## config.mk

```make
export PLATFORM = sky130hd
export DESIGN_NAME = pattern_burst_ctrl
export DESIGN_NICKNAME = d
export VERILOG_FILES = /design/src/rtl/pattern_pkg.sv /design/src/rtl/pattern_phase_gen.sv /design/src/rtl/pattern_burst_ctrl.sv
export SDC_FILE = /design/constraint.sdc
export NUM_CORES = 1
export LEC_CHECK = 0
export CAP_MARGIN = 20
export CELL_PAD_IN_SITES_DETAIL_PLACEMENT = 1
export CELL_PAD_IN_SITES_GLOBAL_PLACEMENT = 1
export CORE_MARGIN = 4
export CORE_UTILIZATION = 26
export CTS_BUF_LIST = sky130_fd_sc_hd__clkbuf_4 sky130_fd_sc_hd__clkbuf_8
export DETAILED_ROUTE_END_ITERATION = 8
export GPL_ROUTABILITY_DRIVEN = 0
export PLACE_DENSITY_LB_ADDON = 0.15
export SETUP_SLACK_MARGIN = 0.2
export SLEW_MARGIN = 10
export SYNTH_ARGS = -nofsm -noshare
export SYNTH_HDL_FRONTEND = slang
export SYNTH_HIERARCHICAL = 1
export SYNTH_SLANG_ARGS = --single-unit
```

## constraint.sdc

```tcl
create_clock -name clk -period 2.01 [get_ports clk]
set_clock_uncertainty 0.15 [all_clocks]
set_input_delay 0.402 -clock clk [delete_from_list [all_inputs] [get_ports clk]]
set_output_delay 0.402 -clock clk [all_outputs]
set_load 0.01 [all_outputs]
```

## src/rtl/pattern_pkg.sv

```systemverilog
// Shared types and helpers for the 7-phase one-hot pattern generator and its
// burst controller.
package pattern_pkg;

  typedef enum logic [6:0] {
    S0 = 7'b0000001,
    S1 = 7'b0000010,
    S2 = 7'b0000100,
    S3 = 7'b0001000,
    S4 = 7'b0010000,
    S5 = 7'b0100000,
    S6 = 7'b1000000
  } phase_t;

  typedef enum logic [1:0] {
    IDLE = 2'd0,
    RUN  = 2'd1,
    DONE = 2'd2
  } ctrl_t;

  function automatic logic is_onehot(input logic [6:0] v);
    return (v != 7'd0) && ((v & (v - 7'd1)) == 7'd0);
  endfunction

  // Ring order S0->S4->S6->S3->S5->S2->S1->S0; anything else recovers to S0.
  function automatic phase_t next_phase(input phase_t p);
    case (p)
      S0:      return S4;
      S4:      return S6;
      S6:      return S3;
      S3:      return S5;
      S5:      return S2;
      S2:      return S1;
      S1:      return S0;
      default: return S0;
    endcase
  endfunction

  function automatic logic pattern_bit(input phase_t p);
    case (p)
      S0, S4, S3: return 1'b1;
      S6, S5, S2, S1: return 1'b0;
      default: return 1'b0;
    endcase
  endfunction

endpackage

```

## src/rtl/pattern_phase_gen.sv

```systemverilog
// One-hot phase register with beat-driven advance, idle resync and
// illegal-state recovery to S0.
module pattern_phase_gen
  import pattern_pkg::*;
(
  input  logic       clk,
  input  logic       reset,
  input  logic       advance,
  input  logic       resync,
  output logic [6:0] phase,
  output logic       out_bit,
  output logic       illegal
);

  logic [6:0] state;
  logic [6:0] state_nxt;

  // Next phase: corruption recovery takes priority over resync and advance.
  always_comb begin
    illegal   = !is_onehot(state);
    state_nxt = state;
    if (illegal) begin
      state_nxt = S0;
    end else if (resync) begin
      state_nxt = S0;
    end else if (advance) begin
      state_nxt = next_phase(phase_t'(state));
    end else begin
      state_nxt = state;
    end
  end

  // Output bit is decoded straight from the phase register.
  always_comb begin
    if (illegal) begin
      out_bit = 1'b0;
    end else begin
      out_bit = pattern_bit(phase_t'(state));
    end
  end

  // Phase register.
  always_ff @(posedge clk or negedge reset) begin
    if (!reset) begin
      state <= S0;
    end else begin
      state <= state_nxt;
    end
  end

  assign phase = state;

endmodule

```

## src/rtl/pattern_burst_ctrl.sv

```systemverilog
// Burst controller: accepts a start/len command and streams one pattern bit
// per accepted valid/ready beat, with abort, completion pulse and error flag.
module pattern_burst_ctrl
  import pattern_pkg::*;
#(
  parameter int CNT_W = 8
) (
  input  logic             clk,
  input  logic             reset,
  input  logic             start,
  input  logic [CNT_W-1:0] len,
  input  logic             abort,
  input  logic             resync,
  input  logic             out_ready,
  output logic             out_valid,
  output logic             out_bit,
  output logic [6:0]       phase,
  output logic             busy,
  output logic             done,
  output logic             err
);

  localparam logic [CNT_W-1:0] CNT_ONE = CNT_W'(1);

  ctrl_t            ctrl;
  ctrl_t            ctrl_nxt;
  logic [CNT_W-1:0] cnt;
  logic [CNT_W-1:0] cnt_nxt;
  logic             beat;
  logic             start_acc;
  logic             resync_go;
  logic             illegal;

  assign beat = out_valid & out_ready;
  assign busy = (ctrl != IDLE);

  pattern_phase_gen u_gen (
    .clk     (clk),
    .reset   (reset),
    .advance (beat),
    .resync  (resync_go),
    .phase   (phase),
    .out_bit (out_bit),
    .illegal (illegal)
  );

  // Controller next-state and counter update; start wins over resync in IDLE.
  always_comb begin
    ctrl_nxt  = ctrl;
    cnt_nxt   = cnt;
    start_acc = 1'b0;
    resync_go = 1'b0;
    case (ctrl)
      IDLE: begin
        if (start) begin
          start_acc = 1'b1;
          if (len != '0) begin
            cnt_nxt  = len;
            ctrl_nxt = RUN;
          end else begin
            ctrl_nxt = DONE;
          end
        end else if (resync) begin
          resync_go = 1'b1;
        end else begin
          resync_go = 1'b0;
        end
      end
      RUN: begin
        if (beat) begin
          cnt_nxt = cnt - CNT_ONE;
        end else begin
          cnt_nxt = cnt;
        end
        // A beat coinciding with abort still counts; the consumer took it.
        if (abort || (beat && (cnt == CNT_ONE))) begin
          ctrl_nxt = DONE;
        end else begin
          ctrl_nxt = RUN;
        end
      end
      DONE: begin
        ctrl_nxt = IDLE;
      end
      default: begin
        ctrl_nxt = IDLE;
        cnt_nxt  = '0;
      end
    endcase
  end

  // Controller registers; valid/done are registered from the next state.
  always_ff @(posedge clk or negedge reset) begin
    if (!reset) begin
      ctrl      <= IDLE;
      cnt       <= '0;
      out_valid <= 1'b0;
      done      <= 1'b0;
      err       <= 1'b0;
    end else begin
      ctrl      <= ctrl_nxt;
      cnt       <= cnt_nxt;
      out_valid <= (ctrl_nxt == RUN);
      done      <= (ctrl_nxt == DONE);
      err       <= illegal | (err & ~start_acc);
    end
  end

endmodule

```

# Word level (Yosys, flattened, before mapping)
# Cells that the tools add are included.
[totals]
output_inout_bits = 12
register_bits = 20
[op_classes]
add_sub_neg = 2
n_eq_ne = 15
n_reduce_logical = 11
muxes = 19
bitwise = 6
[ops]
columns = ["cell", "count"]
rows = [
  ["$pmux W7 S6", 1],
  ["$mux W8", 3],
  ["$pmux W8 S3", 1],
  ["$mux W7", 3],
  ["$eq A8 B1 Y1 const B", 1],
  ["$reduce_bool A8 Y1", 1],
  ["$sub A8 B1 Y8 const B", 1],
  ["$and A7 B7 Y7", 1],
  ["$eq A7 B1 Y1 const B", 1],
  ["$eq A7 B3 Y1 const B", 1],
  ["$eq A7 B4 Y1 const B", 1],
  ["$eq A7 B5 Y1 const B", 1],
  ["$eq A7 B6 Y1 const B", 1],
  ["$eq A7 B7 Y1 const B", 1],
  ["$logic_not A7 Y1", 1],
  ["$mux W1", 7],
  ["$reduce_bool A7 Y1", 1],
  ["$sub A7 B1 Y7 const B", 1],
  ["$mux W2", 3],
  ["$ne A2 B2 Y1 const B", 3],
  ["$eq A2 B1 Y1 const B", 2],
  ["$eq A2 B2 Y1 const B", 2],
  ["$pmux W2 S2", 1],
  ["$reduce_and A4 Y1", 1],
  ["other kinds (10)", 13],
]

# Longest topological paths before layout
# Gate-level depths: netlist of the first run.
[logic_depth]
word_depth = 6
ltp_mapped = 7

# Modules after synthesis
# Netlist of the first run, hierarchy kept.
[modules_own_cells]
columns = ["module", "cells_per_inst", "instances", "area_each_um2", "seq_area_each_um2"]
rows = [
  ["pattern_burst_ctrl", 89, 1, 830.8, 325.3],
  ["pattern_phase_gen", 60, 1, 559.3, 176.4],
]

# Worst setup path after synthesis of the first run
# No wires, ideal clock.
[synth_path]
kind = "flip-flop to flip-flop"
startpoint = "register u_gen.state[0], in the netlist u_gen/phase[0]"
endpoint = "register err"
setup_ns = 0.118
setup_slack_ns = 0.203
path_stages_with_launch = 7
t_required_ns = 1.742
t_arrival_ns = 1.539
cell_sequence = "dfstp_2 -> buf_2 -> nor4_4 -> or4_4 -> nand3_1 -> o21ai_0 -> a21o_1"
[synth_via]
elab_chain_cells = 6
elab_cells_between_ends = 7
classes_between = "1 x add/sub; 2 x bitwise; 4 x reduce/logical"
[synth_lines]
columns = ["element", "line", "rtl"]
rows = [
  ["start: declaration", "pattern_phase_gen.sv:15", "logic [6:0] state;"],
  ["start signal: assignment", "pattern_phase_gen.sv:47", "state <= state_nxt;"],
  ["$sub A7 B1 Y7", "pattern_pkg.sv:22", "return (v != 7'd0) && ((v & (v - 7'd1)) == 7'd0);"],
  ["$and A7 B7 Y7", "pattern_pkg.sv:22", ""],
  ["$logic_not A7 Y1", "pattern_pkg.sv:22", ""],
  ["$logic_and A1 B1 Y1 *", "pattern_pkg.sv:22", ""],
  ["$logic_not A1 Y1 *", "pattern_phase_gen.sv:20", "illegal = !is_onehot(state);"],
  ["named net illegal", "pattern_burst_ctrl.sv:32", "logic illegal;"],
  ["$or A1 B1 Y1 *", "pattern_burst_ctrl.sv:105", "err <= illegal | (err & ~start_acc);"],
  ["end signal: assignment", "pattern_burst_ctrl.sv:105", ""],
  ["end: declaration", "pattern_burst_ctrl.sv:20", "output logic err"],
]
# The timed path passes the listed nets; every way through them passes the cells marked *.
# A chain may end at the register's enable or synchronous reset.

# Worst setup path after layout of the first run
[layout_path]
startpoint = "register u_gen.state[1], in the netlist u_gen/phase[1]"
endpoint = "output port out_bit"
[layout_via]
elab_chain_cells = 5
elab_cells_between_ends = 11
classes_between = "1 x add/sub; 3 x eq/ne; 2 x mux; 1 x bitwise; 4 x reduce/logical"
[layout_lines]
columns = ["element", "line", "rtl"]
rows = [
  ["$sub A7 B1 Y7", "pattern_pkg.sv:22", ""],
  ["$and A7 B7 Y7", "pattern_pkg.sv:22", ""],
  ["$logic_not A7 Y1", "pattern_pkg.sv:22", ""],
  ["$logic_and A1 B1 Y1", "pattern_pkg.sv:22", ""],
  ["$mux W1 *", "pattern_phase_gen.sv:35", "if (illegal) begin"],
  ["end: declaration", "pattern_burst_ctrl.sv:16", "output logic out_bit,"],
]
# Mark *: on every way between the ends. The rest lies on a longest branch, timed or not.

==> results of run 1 <==
repair_timing:
item | 4_1_cts | 5_1_grt
pin swaps | 5 | 9
gates cloned | 1 | 0
setup endpoints to repair | 20 | 21
resized for setup | 24 | 33
buffers inserted | 5 | 8
worst min-delay path by stage:
stage / endpoint / cells past startpoint / slack [ns] / startpoint
after global placement: err / 1 / 0.32 / err
after detailed placement: err / 1 / 0.33 / err
after CTS: cnt[6] / 2 / 0.35 / reset
after global routing: cnt[6] / 2 / 0.36 / reset
after floorplan: cnt[0] / 0 / -0.04 / reset
final: cnt[6] / 2 / 0.34 / reset
cells by family (layout without fill, tap and decap cells):
kind of cell	Yosys count	count (layout)	synth area share, %
AO/OA/AOI/OAI	49	50	26.37
XOR/XNOR	2	2	1.260
adder cells (fa/ha/maj)	2	2	1.800
buffers and inverters	16	71	5.310
flip-flops	20	20	36.09
multiplexers	2	2	1.530
AND/OR/NAND/NOR	58	58	27.63
report_power, final:
group          switching, W  internal [W]  total [W]
clock network      0.000147      0.000175   0.000322
registers          0.000122      0.000548   0.000670
logic              0.000851      0.000853    0.00170
total               0.00112       0.00158    0.00270
layout by cell type, fill, tap and decap left out, types with 3 or more instances in the layout:
cell type        synthesis  routed
buf_4                    2      31
dfrtp_1                 19      17
clkdlybuf4s50_1          0       9
dlygate4sd2_1            0       9
buf_6                    0       7
nor3_1                   7       6
o21ai_0                  9       6
a21oi_2                  5       6
a21oi_1                  7       6
nand2b_1                 6       6
nor2_1                   7       5
dlymetal6s2s_1           0       5
inv_1                    4       4
o21ai_2                  0       4
o2bb2ai_1                7       4
clkbuf_8                 0       4
nor4_2                   2       3
nor3b_1                  3       3
o2bb2ai_2                0       3
nand4_1                  3       3
nand4b_1                 3       3
layer usage:
metal  vias up  routed length (um)  track usage [%]  share of wire [%]
li1        670                   -                -                  -
met1       682                2001            17.73                 43
met2        16                2480            27.50                 54
met3         2                 102            1.996                2.2
met4         0                  39            4.561               0.84
met5         -                   0                0                  0
state kept, by name, indices dropped and copies added (netlist names):
signal,count
err,1
ctrl,2
done,1
cnt,8
out_valid,1
u_gen/phase,7
final cells by class:
cell class	count	area, um^2	share of cell area (%)
inverter	4	15.01	0.6885
tap	70	87.58	4.016
sequential	20	504.2	23.12
timing repair buffer	63	573.1	26.28
clock buffer	4	55.05	2.524
multi-input combinational	114	945.9	43.37
stage by stage:
stage          utilization [%]  worst slack (ns)  setup TNS, ns  instance area [um^2]
2_1_floorplan                -            0.2033              0                  1390
3_3_place_gp             36.37           -0.1362        -0.9408                  1869
3_5_place_dp             36.37           -0.1623         -1.113                  1869
4_1_cts                  38.85          -0.03200       -0.03200                  1997
5_1_grt                  42.43          -0.02442       -0.02442                  2181
6_report                 42.43           0.07182              0                  2181
==> results.py, run 1 <==
metrics = {
    "final_layout": {
        "drive_gt1_share_pct": 40.49,
        "fillCellCount": 603,
        "nNetsFinal": 222,
        "area_growth_pct": 56.89,
        "insertedDiodeCount": 0,
        "stdcell_count": 275,
    },
    "grt": {
        "antenna_found_initial": 0,
        "grt_max_degree": 21,
        "grt_overflow": 0,
        "grt_usage_pct": 14.90,
        "grt_pass1_wl_um": 7555,
        "grt_pass1_vias": 1512,
    },
    "logic_synthesis": {
        "ys_ff_latch": 20,
        "postSynthAreaPerCell_um2": 9.329,
        "synth_area_leaders": "dfrtp_1, o2bb2ai_1, o21ai_0, a21oi_2, nand2b_1",
        "synth_fp_nets": 165,
        "yosysSeqAreaShare_pct": 36.09,
        "synth_edf_count": 0,
        "synth_most_common_cell": "dfrtp_1",
        "yosys_most_used_dff": "dfrtp_1",
        "yosysWarnings": 6,
        "synth_top_cell_by_area": "dfrtp_1",
        "synthTopCellsByCount": "dfrtp_1, o21ai_0",
        "yosysUniqueCellTypes": 51,
        "synth_top_area_share_pct": 34.20,
        "async_flop_share_pct": 100.0,
        "syn_area_um2": 1390,
        "synth_cells": 149,
    },
    "run_status": {
        "status": "completed",
    },
    "critical_path": {
        "cp-end-kind": "primary output",
        "cp_num_cells": 4,
        "critPathSlowestCell": "dfrtp_1",
        "crit_start": "u_gen/phase[1]",
        "arrival_ns": 1.39,
        "worst_ep_required_time_ns": 1.46,
        "critPathMaxStageDelay_ns": 0.40,
        "cp_top_family": "flip-flops",
        "rr_startpoint": "u_gen/phase[0]",
        "reg2regPathDepth": 5,
        "critical_path.endpoint": "out_bit",
        "critical_path_class": "reg -> out",
        "crit_fanout": 2,
        "startpoint_type": "flip-flop",
        "reg2reg_to": "u_gen/phase[1]",
        "rrSetupSlack_ns": 0.20,
        "crit_buf_inv": 2,
        "path_cells": "nor4_2, buf_4, o211a_1, buf_6",
    },
    "sta": {
        "drv_slew": 0,
        "fmax_mhz": 515.9,
        "whs_ns": 0.3396,
        "rsz0062_at_grt": "yes",
        "worstMarginPinSlew_ns": 0.4430,
        "hold_violations": 0,
        "min_period_ns": 1.938,
        "finalCritPeriodShare_pct": 96.43,
        "setup_violations": 0,
        "slew_headroom_pct": 70.43,
    },
    "floorplan": {
        "num_rows": 26,
        "start_util_pct": 27.04,
        "die_w_um": 81.12,
        "die_h_um": 81.12,
        "io_pins": 26,
        "coreArea_um2": 5140,
        "fp.dieArea_um2": 6580,
    },
    "pwr": {
        "p_leak_nw": 0.9449,
        "power_w": 0.002696,
        "peakVddDrop_mv": 0.3860,
        "power-per-cell-area_nw_per_um2": 1236,
    },
    "clocking": {
        "cts_tree": "yes",
        "clockBufferDepth": 2,
        "hold_buffers": 0,
        "cts-root-buf": "clkbuf_8",
        "worstSkewPairLatency_ns": 0.26,
        "cts_sinks": 20,
        "clkSlewWorstSetupHoldPaths_ns": 0.09,
        "cts_max_level": 1,
        "cts-buffers-inserted": 3,
    },
    "placement": {
        "io_buffers": 25,
        "dp_hpwl_um": 3310,
        "post-place-cells": 257,
    },
    "drt": {
        "ant_nets": 0,
        "drtIter0Drc": 43,
        "dr_total_vias": 1370,
        "route.detailed.drc": 0,
        "post_drt_via_cell_ratio": 4.982,
        "dr.pass1.iters": 4,
        "routed_wirelength_um": 4622,
        "routedWlPerCell_um": 16.81,
    },
    "hold_path": {
        "hp-class": "in -> async",
    },
    "flow_run": {
        "maxCapViolations": 0,
    },
}
Power figures use the tool's default switching activity.
==> inputs of run 2 (changes only) <==
CORE_MARGIN = 8   (was 4)
PLACE_DENSITY = 0.64   (was not set)
PLACE_DENSITY_LB_ADDON = not set   (was 0.15)
SLEW_MARGIN = not set   (was 10)
==> run 2 against run 1 <==
Critical path depth is the same. Combinational power shrank 10%. Utilization shrank 1.5 points. Sequential share of layout area grew 0.91 points. First-iteration DRC count shrank 4.7%. Clock power shrank 8.4%. Non-clock buffer count shrank 4. Global-route usage shrank 3.0 points. Highest routed layer unchanged.
==> results.py, run 2 (synthesis gave the netlist of run 1 again) <==
metrics = {
    "final_layout": {
        "final_cell_mix": "buf_4, dfrtp_1, clkdlybuf4s50_1",
        "largest_reg_flops": 8,
        "insertedDiodeCount": 0,
        "nNetsFinal": 218,
        "fillCellCount": 616,
        "drive_gt1_share_pct": 38.31,
        "stdcell_count": 271,
        "finalInstanceArea_um2": 2103,
        "largest-register": "cnt",
        "mostFrequentLayoutCell": "buf_4",
        "area_growth_pct": 51.31,
    },
    "drt": {
        "routedWlPerCell_um": 17.14,
        "routed_wirelength_um": 4646,
        "ant_nets": 0,
        "post_drt_via_cell_ratio": 5.210,
        "route.detailed.drc": 0,
        "dr.pass1.iters": 4,
        "dr_total_vias": 1412,
        "drtIter0Drc": 41,
    },
    "grt": {
        "grt_pass1_wl_um": 7569,
        "grt_usage_pct": 11.90,
        "grt_pass1_vias": 1504,
        "grt_max_degree": 21,
        "grt_overflow": 0,
        "antenna_found_initial": 0,
    },
    "sta": {
        "finalCritPeriodShare_pct": 97.01,
        "hold_violations": 0,
        "drv_slew": 0,
        "slew_headroom_pct": 70.28,
        "setup_violations": 0,
        "finalWorstSetupSlack_ns": 0.06000,
        "fmax_mhz": 512.8,
        "worstMarginPinSlew_ns": 0.4432,
        "rsz0062_at_grt": "yes",
        "tns_ns": 0,
        "min_period_ns": 1.950,
    },
    "critical_path": {
        "arrival_ns": 1.40,
        "critical_path_class": "reg -> out",
        "startpoint_type": "flip-flop",
        "worst_ep_required_time_ns": 1.46,
        "crit_fanout": 2,
        "cp-end-kind": "primary output",
    },
    "floorplan": {
        "start_util_pct": 27.04,
        "fp.dieArea_um2": 7942,
        "io_pins": 26,
        "die_w_um": 89.12,
        "coreArea_um2": 5140,
        "num_rows": 26,
        "die_h_um": 89.12,
    },
    "placement": {
        "place_area_um2": 1857,
        "preCtsSetupSlack_ns": -0.1661,
        "io_buffers": 25,
        "dp_hpwl_um": 3304,
        "post-place-cells": 257,
    },
    "pwr": {
        "power-per-cell-area_nw_per_um2": 1199,
        "p_leak_nw": 0.8888,
        "power_w": 0.002523,
        "peakVddDrop_mv": 0.4020,
    },
    "clocking": {
        "clkSlewWorstSetupHoldPaths_ns": 0.08,
        "cts_tree": "yes",
        "hold_buffers": 0,
        "cts-buffers-inserted": 3,
        "clockBufferDepth": 2,
        "cts-root-buf": "clkbuf_8",
        "worstSkewPairLatency_ns": 0.26,
        "cts_sinks": 20,
        "cts_max_level": 1,
    },
    "flow_run": {
        "maxCapViolations": 0,
    },
    "hold_path": {
        "hp-class": "reg -> reg",
    },
    "run_status": {
        "status": "completed",
    },
}
run 2: cell types whose count changed in the layout (fill, tap and decap cells not counted), sizes merged:
cell / change
buf: -4
clkdlybuf4s50: +4
dlygate4sd2: -2
dlymetal6s2s: -2
run 2: area by class of cell:
| type | instances | area, um^2 | share of cell area, % |
|---|---|---|---|
| clock buffers | 4 | 48.80 | 2.320 |
| inverters | 4 | 15.01 | 0.7139 |
| multi-input cells | 114 | 932.1 | 44.32 |
| flip-flops and latches | 20 | 505.5 | 24.03 |
| well taps | 70 | 87.58 | 4.164 |
| repair buffers | 59 | 514.2 | 24.45 |
run 2: final timing paths:
check,startpoint,endpoint,slack [ns],cells after the start
min in group asynchronous,reset,cnt[5],0.35,2
max in group asynchronous,reset,u_gen/phase[0],1.08,2
max reg2reg,u_gen/phase[2],u_gen/phase[6],0.09,6
max,u_gen/phase[5],out_bit,0.06,4
min,err,err,0.34,1
min reg2reg,err,err,0.34,1
run 2: worst max-delay path: stages (launching register included):
cell and delay, ns:
dfrtp_1 0.40, nor4_2 0.29, buf_4 0.17, o211a_1 0.15
buf_2 0.13
run 2: metrics by stage:
stage / hold slack (ns) / util, %
floorplan: -0.04359 / -
global placement: 0.3202 / 36.12
detailed placement: 0.3285 / 36.12
CTS: 0.3466 / 37.46
global route: 0.3669 / 40.92
finish: 0.3419 / 40.92
run 2: per-layer routing:
metal	global-route usage [%]	up-vias	part of all wire [%]
li1	-	663	-
met1	14.26	721	44
met2	20.81	23	52
met3	2.482	5	3.6
met4	3.323	0	0.99
met5	0	-	0
run 2: power by group:
group          leakage [nW]  switching (W)  internal (W)
Clock                0.0262       0.000140      0.000155
Combinational         0.612       0.000775      0.000758
Sequential            0.251       0.000144      0.000551
Total                 0.889        0.00106       0.00146
run 2: timing repair:
action,CTS,global route
pin swaps,4,9
setup endpoints to repair,22,19
gates resized for setup,21,25
gates cloned,1,0
setup buffers,0,9
